[src/rtl/dlx_io_pkg.sv]
// Shared definitions for the DLX I/O space: address map, read-word layout and access decode.
package dlx_io_pkg;

  localparam int unsigned IO_ADDR_SWITCHES = 0;
  localparam int unsigned IO_ADDR_KEYS     = 1;
  localparam int unsigned IO_ADDR_LED      = 2;
  localparam int unsigned IO_ADDR_7SEG_LO  = 3;
  localparam int unsigned IO_ADDR_7SEG_HI  = 7;

  // Bit position of the sticky press flags in the keys read word.
  localparam int unsigned KEY_FLAG_LSB = 16;

  typedef enum logic [1:0] {
    RdNone,
    RdSwitches,
    RdKeys
  } rd_sel_e;

  // Switch select wins if the decoder ever raises both selects.
  function automatic rd_sel_e decode_access(input logic rd_en,
                                            input logic cs_switches,
                                            input logic cs_keys);
    rd_sel_e sel;
    sel = RdNone;
    if (rd_en) begin
      if (cs_switches) begin
        sel = RdSwitches;
      end else if (cs_keys) begin
        sel = RdKeys;
      end
    end
    return sel;
  endfunction

endpackage

[src/rtl/io_debounce.sv]
// One-bit input conditioner: 2-flop synchronizer followed by a stable-count debouncer.
module io_debounce #(
  parameter int unsigned DEBOUNCE_CYCLES = 500000,
  parameter logic        RESET_VAL       = 1'b0
) (
  input  logic clk,
  input  logic rst_n,
  input  logic raw_i,
  output logic stable_o
);

  localparam int unsigned     CntW    = $clog2(DEBOUNCE_CYCLES);
  localparam logic [CntW-1:0] CntLast = CntW'(DEBOUNCE_CYCLES - 1);

  logic            sync1_q;
  logic            sync2_q;
  logic            stable_q;
  logic            stable_d;
  logic [CntW-1:0] cnt_q;
  logic [CntW-1:0] cnt_d;

  // Counter only runs while the synced level disagrees; it is cleared on accept, so it never wraps.
  always_comb begin
    stable_d = stable_q;
    cnt_d    = '0;
    if (sync2_q != stable_q) begin
      if (cnt_q == CntLast) begin
        stable_d = sync2_q;
      end else begin
        cnt_d = cnt_q + CntW'(1);
      end
    end
  end

  always_ff @(posedge clk or negedge rst_n) begin
    if (!rst_n) begin
      sync1_q  <= RESET_VAL;
      sync2_q  <= RESET_VAL;
      stable_q <= RESET_VAL;
      cnt_q    <= '0;
    end else begin
      sync1_q  <= raw_i;
      sync2_q  <= sync1_q;
      stable_q <= stable_d;
      cnt_q    <= cnt_d;
    end
  end

  assign stable_o = stable_q;

endmodule

[src/rtl/io_input_ctrl.sv]
// Memory-mapped switch/key input peripheral: debounced levels, sticky press flags with
// read-to-clear, and a registered 1-cycle read response.
module io_input_ctrl
  import dlx_io_pkg::*;
#(
  parameter int unsigned N_SW            = 10,
  parameter int unsigned N_KEYS          = 4,
  parameter int unsigned DEBOUNCE_CYCLES = 500000
) (
  input  logic              clk,
  input  logic              rst_n,
  input  logic [N_SW-1:0]   sw_in,
  input  logic [N_KEYS-1:0] key_n_in,
  input  logic              cs_switches,
  input  logic              cs_keys,
  input  logic              rd_en,
  output logic [31:0]       rd_data,
  output logic              rd_valid,
  output logic              key_irq
);

  // Presses are ignored until a key held through reset has had time to debounce to "down",
  // so that it is only reported after a release and a fresh press.
  localparam int unsigned        SettleCycles = DEBOUNCE_CYCLES + 4;
  localparam int unsigned        SettleW      = $clog2(SettleCycles + 1);
  localparam logic [SettleW-1:0] SettleDone   = SettleW'(SettleCycles);

  logic [N_SW-1:0]    sw_stable;
  logic [N_KEYS-1:0]  key_stable;
  logic [N_KEYS-1:0]  key_down;
  logic [N_KEYS-1:0]  key_down_q;
  logic [N_KEYS-1:0]  press;
  logic [N_KEYS-1:0]  flag_q;
  logic [N_KEYS-1:0]  flag_d;
  logic [SettleW-1:0] settle_q;
  logic [SettleW-1:0] settle_d;
  logic               armed;
  rd_sel_e            rd_sel;
  logic [31:0]        rd_data_q;
  logic [31:0]        rd_data_d;
  logic               rd_valid_q;
  logic               key_irq_q;

  for (genvar i = 0; i < N_SW; i++) begin : g_sw
    io_debounce #(
      .DEBOUNCE_CYCLES(DEBOUNCE_CYCLES),
      .RESET_VAL      (1'b0)
    ) u_db (
      .clk     (clk),
      .rst_n   (rst_n),
      .raw_i   (sw_in[i]),
      .stable_o(sw_stable[i])
    );
  end

  for (genvar i = 0; i < N_KEYS; i++) begin : g_key
    io_debounce #(
      .DEBOUNCE_CYCLES(DEBOUNCE_CYCLES),
      .RESET_VAL      (1'b1)
    ) u_db (
      .clk     (clk),
      .rst_n   (rst_n),
      .raw_i   (key_n_in[i]),
      .stable_o(key_stable[i])
    );
  end

  assign key_down = ~key_stable;
  assign armed    = (settle_q == SettleDone);
  assign press    = key_down & ~key_down_q & {N_KEYS{armed}};

  always_comb begin
    rd_sel    = decode_access(rd_en, cs_switches, cs_keys);
    rd_data_d = '0;
    settle_d  = armed ? settle_q : settle_q + SettleW'(1);
    case (rd_sel)
      RdSwitches: rd_data_d[N_SW-1:0] = sw_stable;
      RdKeys: begin
        rd_data_d[N_KEYS-1:0]              = key_down;
        rd_data_d[KEY_FLAG_LSB +: N_KEYS]  = flag_q;
      end
      default: ;
    endcase
    // A press in the clearing cycle survives the clear.
    flag_d = ((rd_sel == RdKeys) ? '0 : flag_q) | press;
  end

  always_ff @(posedge clk or negedge rst_n) begin
    if (!rst_n) begin
      key_down_q <= '0;
      flag_q     <= '0;
      settle_q   <= '0;
      rd_data_q  <= '0;
      rd_valid_q <= 1'b0;
      key_irq_q  <= 1'b0;
    end else begin
      key_down_q <= key_down;
      flag_q     <= flag_d;
      settle_q   <= settle_d;
      rd_data_q  <= rd_data_d;
      rd_valid_q <= (rd_sel != RdNone);
      key_irq_q  <= |flag_q;
    end
  end

  assign rd_data  = rd_data_q;
  assign rd_valid = rd_valid_q;
  assign key_irq  = key_irq_q;

endmodule

[config.mk]
export PLATFORM = sky130hd
export DESIGN_NAME = io_input_ctrl
export DESIGN_NICKNAME = d
export VERILOG_FILES = /design/src/rtl/dlx_io_pkg.sv /design/src/rtl/io_debounce.sv /design/src/rtl/io_input_ctrl.sv
export SDC_FILE = /design/constraint.sdc
export NUM_CORES = 1
export LEC_CHECK = 0
export BUFFER_PORTS_ARGS = -buffer_cell sky130_fd_sc_hd__buf_4
export CAP_MARGIN = 20
export CORE_MARGIN = 2
export CORE_UTILIZATION = 60
export CTS_BUF_LIST = sky130_fd_sc_hd__clkbuf_8
export DETAILED_ROUTE_END_ITERATION = 10
export PLACE_DENSITY_LB_ADDON = 0.15
export SYNTH_ARGS = -nofsm -noshare
export SYNTH_HDL_FRONTEND = slang
export SYNTH_HIERARCHICAL = 1
export SYNTH_SLANG_ARGS = --single-unit
[constraint.sdc]
create_clock -name clk -period 2.35 [get_ports clk]
set_input_delay 0.235 -clock clk [delete_from_list [all_inputs] [get_ports clk]]
set_output_delay 0.235 -clock clk [all_outputs]
set_load 0.02 [all_outputs]
==> results.sh <==
export IMPL_reg2reg_depth=5
export IMPL_slew_headroom=0.6287
export IMPL_hp_class="input pin to asynchronous set/reset pin"
export IMPL_synth_top_area_frac=0.4995
export IMPL_chipHeight_um=172.2
export IMPL_synth_simple_area_share=0.2509
export IMPL_end_kind="flip-flop"
export IMPL_p_leak_nw=7.968
export IMPL_synth_compound_area_frac=0.04767
export IMPL_detail_route_wl_per_cell_um=13.93
export IMPL_dp_hpwl_um=20560
export IMPL_worst_setup_path_start_kind="flip-flop"
export IMPL_yosys_area_top_type="dfrtp_1"
export IMPL_grt_overflow=0
export IMPL_regArea_um2=8798
export IMPL_cp_endpoint="g_sw[4].u_db/cnt_q[16]"
export IMPL_finalClockSkew_ps=17.99
export IMPL_ir_drop_v=0.0006258
export IMPL_max_cap_violations=0
export IMPL_wirelength_um=30260
export IMPL_grtUsageTotal=0.2168
export IMPL_synth_edf_count=0
export IMPL_fin_hold_ws_ps=192.2
export IMPL_outcome="finished, final reports clean"
export IMPL_vias=11870
export IMPL_timing_rr_end="g_sw[4].u_db/cnt_q[16]"
export IMPL_ys_top_cells_by_area="dfrtp_1 50%, xnor2_1 9.9%, nor2_1 6.3%"
export IMPL_port_buffers=34
export IMPL_setup_violations=0
export IMPL_regToRegSetupSlack_ps=300
export IMPL_area_growth_pct=12.80
export IMPL_cp_buffers_inverters=0
export IMPL_cts_repair_resized=0
export IMPL_synth_xor_area_share=0.1166
export IMPL_syn_area_um2=16980
export IMPL_cp_startpoint="g_sw[4].u_db/cnt_q[0]"
export IMPL_cts_root_buf="clkbuf_8"
export IMPL_core_um2=27860
export IMPL_grt_max_degree=66
export IMPL_crit_path_cell_trace="ha_1, nand4_4, or4_4, or3_1, a21oi_1"
export IMPL_drive_gt1_frac=0.1343
export IMPL_required_ps=2860
export IMPL_synth_fa_ha_area_frac=0.01179
export IMPL_path_class="flip-flop to flip-flop"
export IMPL_synthMuxAreaShare=0.01842
export IMPL_clock_path_buffers=3
export IMPL_drc=0
export IMPL_synth_common_cells="339 x dfrtp_1, 283 x nor2_1, 192 x xnor2_1, 106 x nand3_1, 83 x nand2_1"
export IMPL_fin_ws_ps=300.4
export IMPL_rsz0062_at_grt="no"
export IMPL_synth_most_common_cell="dfrtp_1"
export IMPL_drtAntennaViolNets=0
export IMPL_post_place_ws_ps=320.2
export IMPL_cts_buffers=57
export IMPL_synth_top_family_by_area="simple AND/OR/NAND/NOR gates"
export IMPL_h_tree_depth=2
export IMPL_clock_sinks=351
export IMPL_vias_per_cell=5.462
export IMPL_num_nets_final=1785
export IMPL_dr_pass1_iters=5
export IMPL_ys_async_sr_fraction=1.000
export IMPL_synthCells=1638
export IMPL_synth_seq_cells=351
export IMPL_nFillCells=2129
export IMPL_min_period_over_period=0.8722
export IMPL_clk_transition_reported_paths_ps=60
export IMPL_powerDensity_nw_per_um2=638.0
export IMPL_clkLatencyLatePin_ps=590
export IMPL_drt_iter0_drc=682
export IMPL_num_io_pins=53
export IMPL_slowest_stage="or4_4"
export IMPL_num_rows=61
export IMPL_finalMaxSlewViolations=0
export IMPL_fmax_mhz=487.9
export IMPL_antenna_found_initial=0
export IMPL_critPathMaxStageDelay_ps=590
export IMPL_syn_area_per_cell_um2=10.37
export IMPL_hold_viol=0
export IMPL_antenna_cells=0
export IMPL_start_util=0.6096
export IMPL_multi_input_area_um2=7630
export IMPL_crit_family="simple AND/OR/NAND/NOR gates"
export IMPL_ys_flop_type="dfrtp_1"
export IMPL_tightest_slew_ps=552.7
export IMPL_ys_types=39
export IMPL_crit_arrival_ps=2560
export IMPL_dieArea_um2=29670
export IMPL_cts_tree="done"
export IMPL_tns_ps=0
export IMPL_worstReg2RegStart="g_sw[4].u_db/cnt_q[0]"
export IMPL_ys_seq_area_frac=0.5181
export IMPL_fin_crit_ps=2050
export IMPL_crit_path_max_fanout=8
export IMPL_gp_congestion=0.8534
export IMPL_die_x_um=172.2
export IMPL_synth_warnings=6
export IMPL_grt_pass1_vias=11570
export IMPL_path_depth=5
export IMPL_grt_pass1_wl_um=53480
-- final cells by class --
cell class	count	area share
flip-flops and latches	351	0.4593
multi-input cells	1178	0.3983
clock buffers	72	0.05173
repair buffers	84	0.03906
well taps	378	0.02469
inverters	78	0.01528
clock inverters	32	0.01163
-- worst min-delay path by stage --
stage	end	slack, ps	cells after the start
floorplan	flag_q[0]	-60	0
global route	g_sw[7].u_db/cnt_q[9]	210	2
CTS	g_key[2].u_db/cnt_q[11]	170	2
finish	g_sw[7].u_db/cnt_q[9]	190	2
global placement	g_sw[8].u_db/cnt_q[4]	220	1
detailed placement	g_sw[8].u_db/cnt_q[4]	230	1
-- layout by cell type, fill, tap and decap left out, types with 29 or more instances in the layout --
cell type / n
xnor2_1: 192
clkbuf_8: 72
nand4_1: 60
a21oi_1: 45
nand3_1: 106
buf_4: 59
o21ai_0: 29
inv_1: 92
nor2_1: 283
nor3_1: 59
nand2_1: 83
nor4_1: 70
dfrtp_1: 339
xor2_1: 34
or3_1: 29
-- report_power, final --
| group | switching [mW] | internal (mW) | leakage, nW |
|---|---|---|---|
| sequential | 0.0960 | 6.14 | 4.74 |
| clock | 2.40 | 3.09 | 0.686 |
| combinational | 0.320 | 0.182 | 2.54 |
-- layer usage --
layer | share of wire | global-route usage | vias to the layer above
met2 | 0.46 | 0.3410 | 187
met3 | 0.038 | 0.03822 | 59
met4 | 0.027 | 0.07417 | 0
li1 | - | - | 5842
met5 | 0 | 0 | -
met1 | 0.48 | 0.3065 | 5780
-- timing repair --
action / in CTS / in global routing
hold buffers: 19 / 0
buffers inserted: 0 / 0
endpoints found under the hold margin: 108 / 0
-- kinds of logic after synthesis --
logic type,Yosys count
other,1
multiplexers,29
flip-flops,351
AO/OA/AOI/OAI,95
AND/OR/NAND/NOR,794
XOR/XNOR,226
adder cells (fa/ha/maj),16
buffers and inverters,126
-- stage by stage --
step	utilization	instance area, µm²	total power [mW]	std cells
after floorplan	-	17050	6.607	1655
after global placement	0.6372	17750	6.821	2050
after detailed placement	0.6372	17750	6.831	2050
after CTS	0.6876	19160	12.39	2173
after global routing	0.6876	19160	12.76	2173
final	0.6876	19160	12.22	2173
-- state kept, by name (all words and copies together), names as in the netlist, 10 cells and up --
| name | count |
|---|---|
| settle_q | 19 |
| g_sw.u_db/sync2_q | 10 |
| g_sw.u_db/sync1_q | 10 |
| g_key.u_db/cnt_q | 76 |
| g_sw.u_db/stable_o | 10 |
| rd_data | 14 |
| g_sw.u_db/cnt_q | 190 |
(Power assumes the default switching activity.)
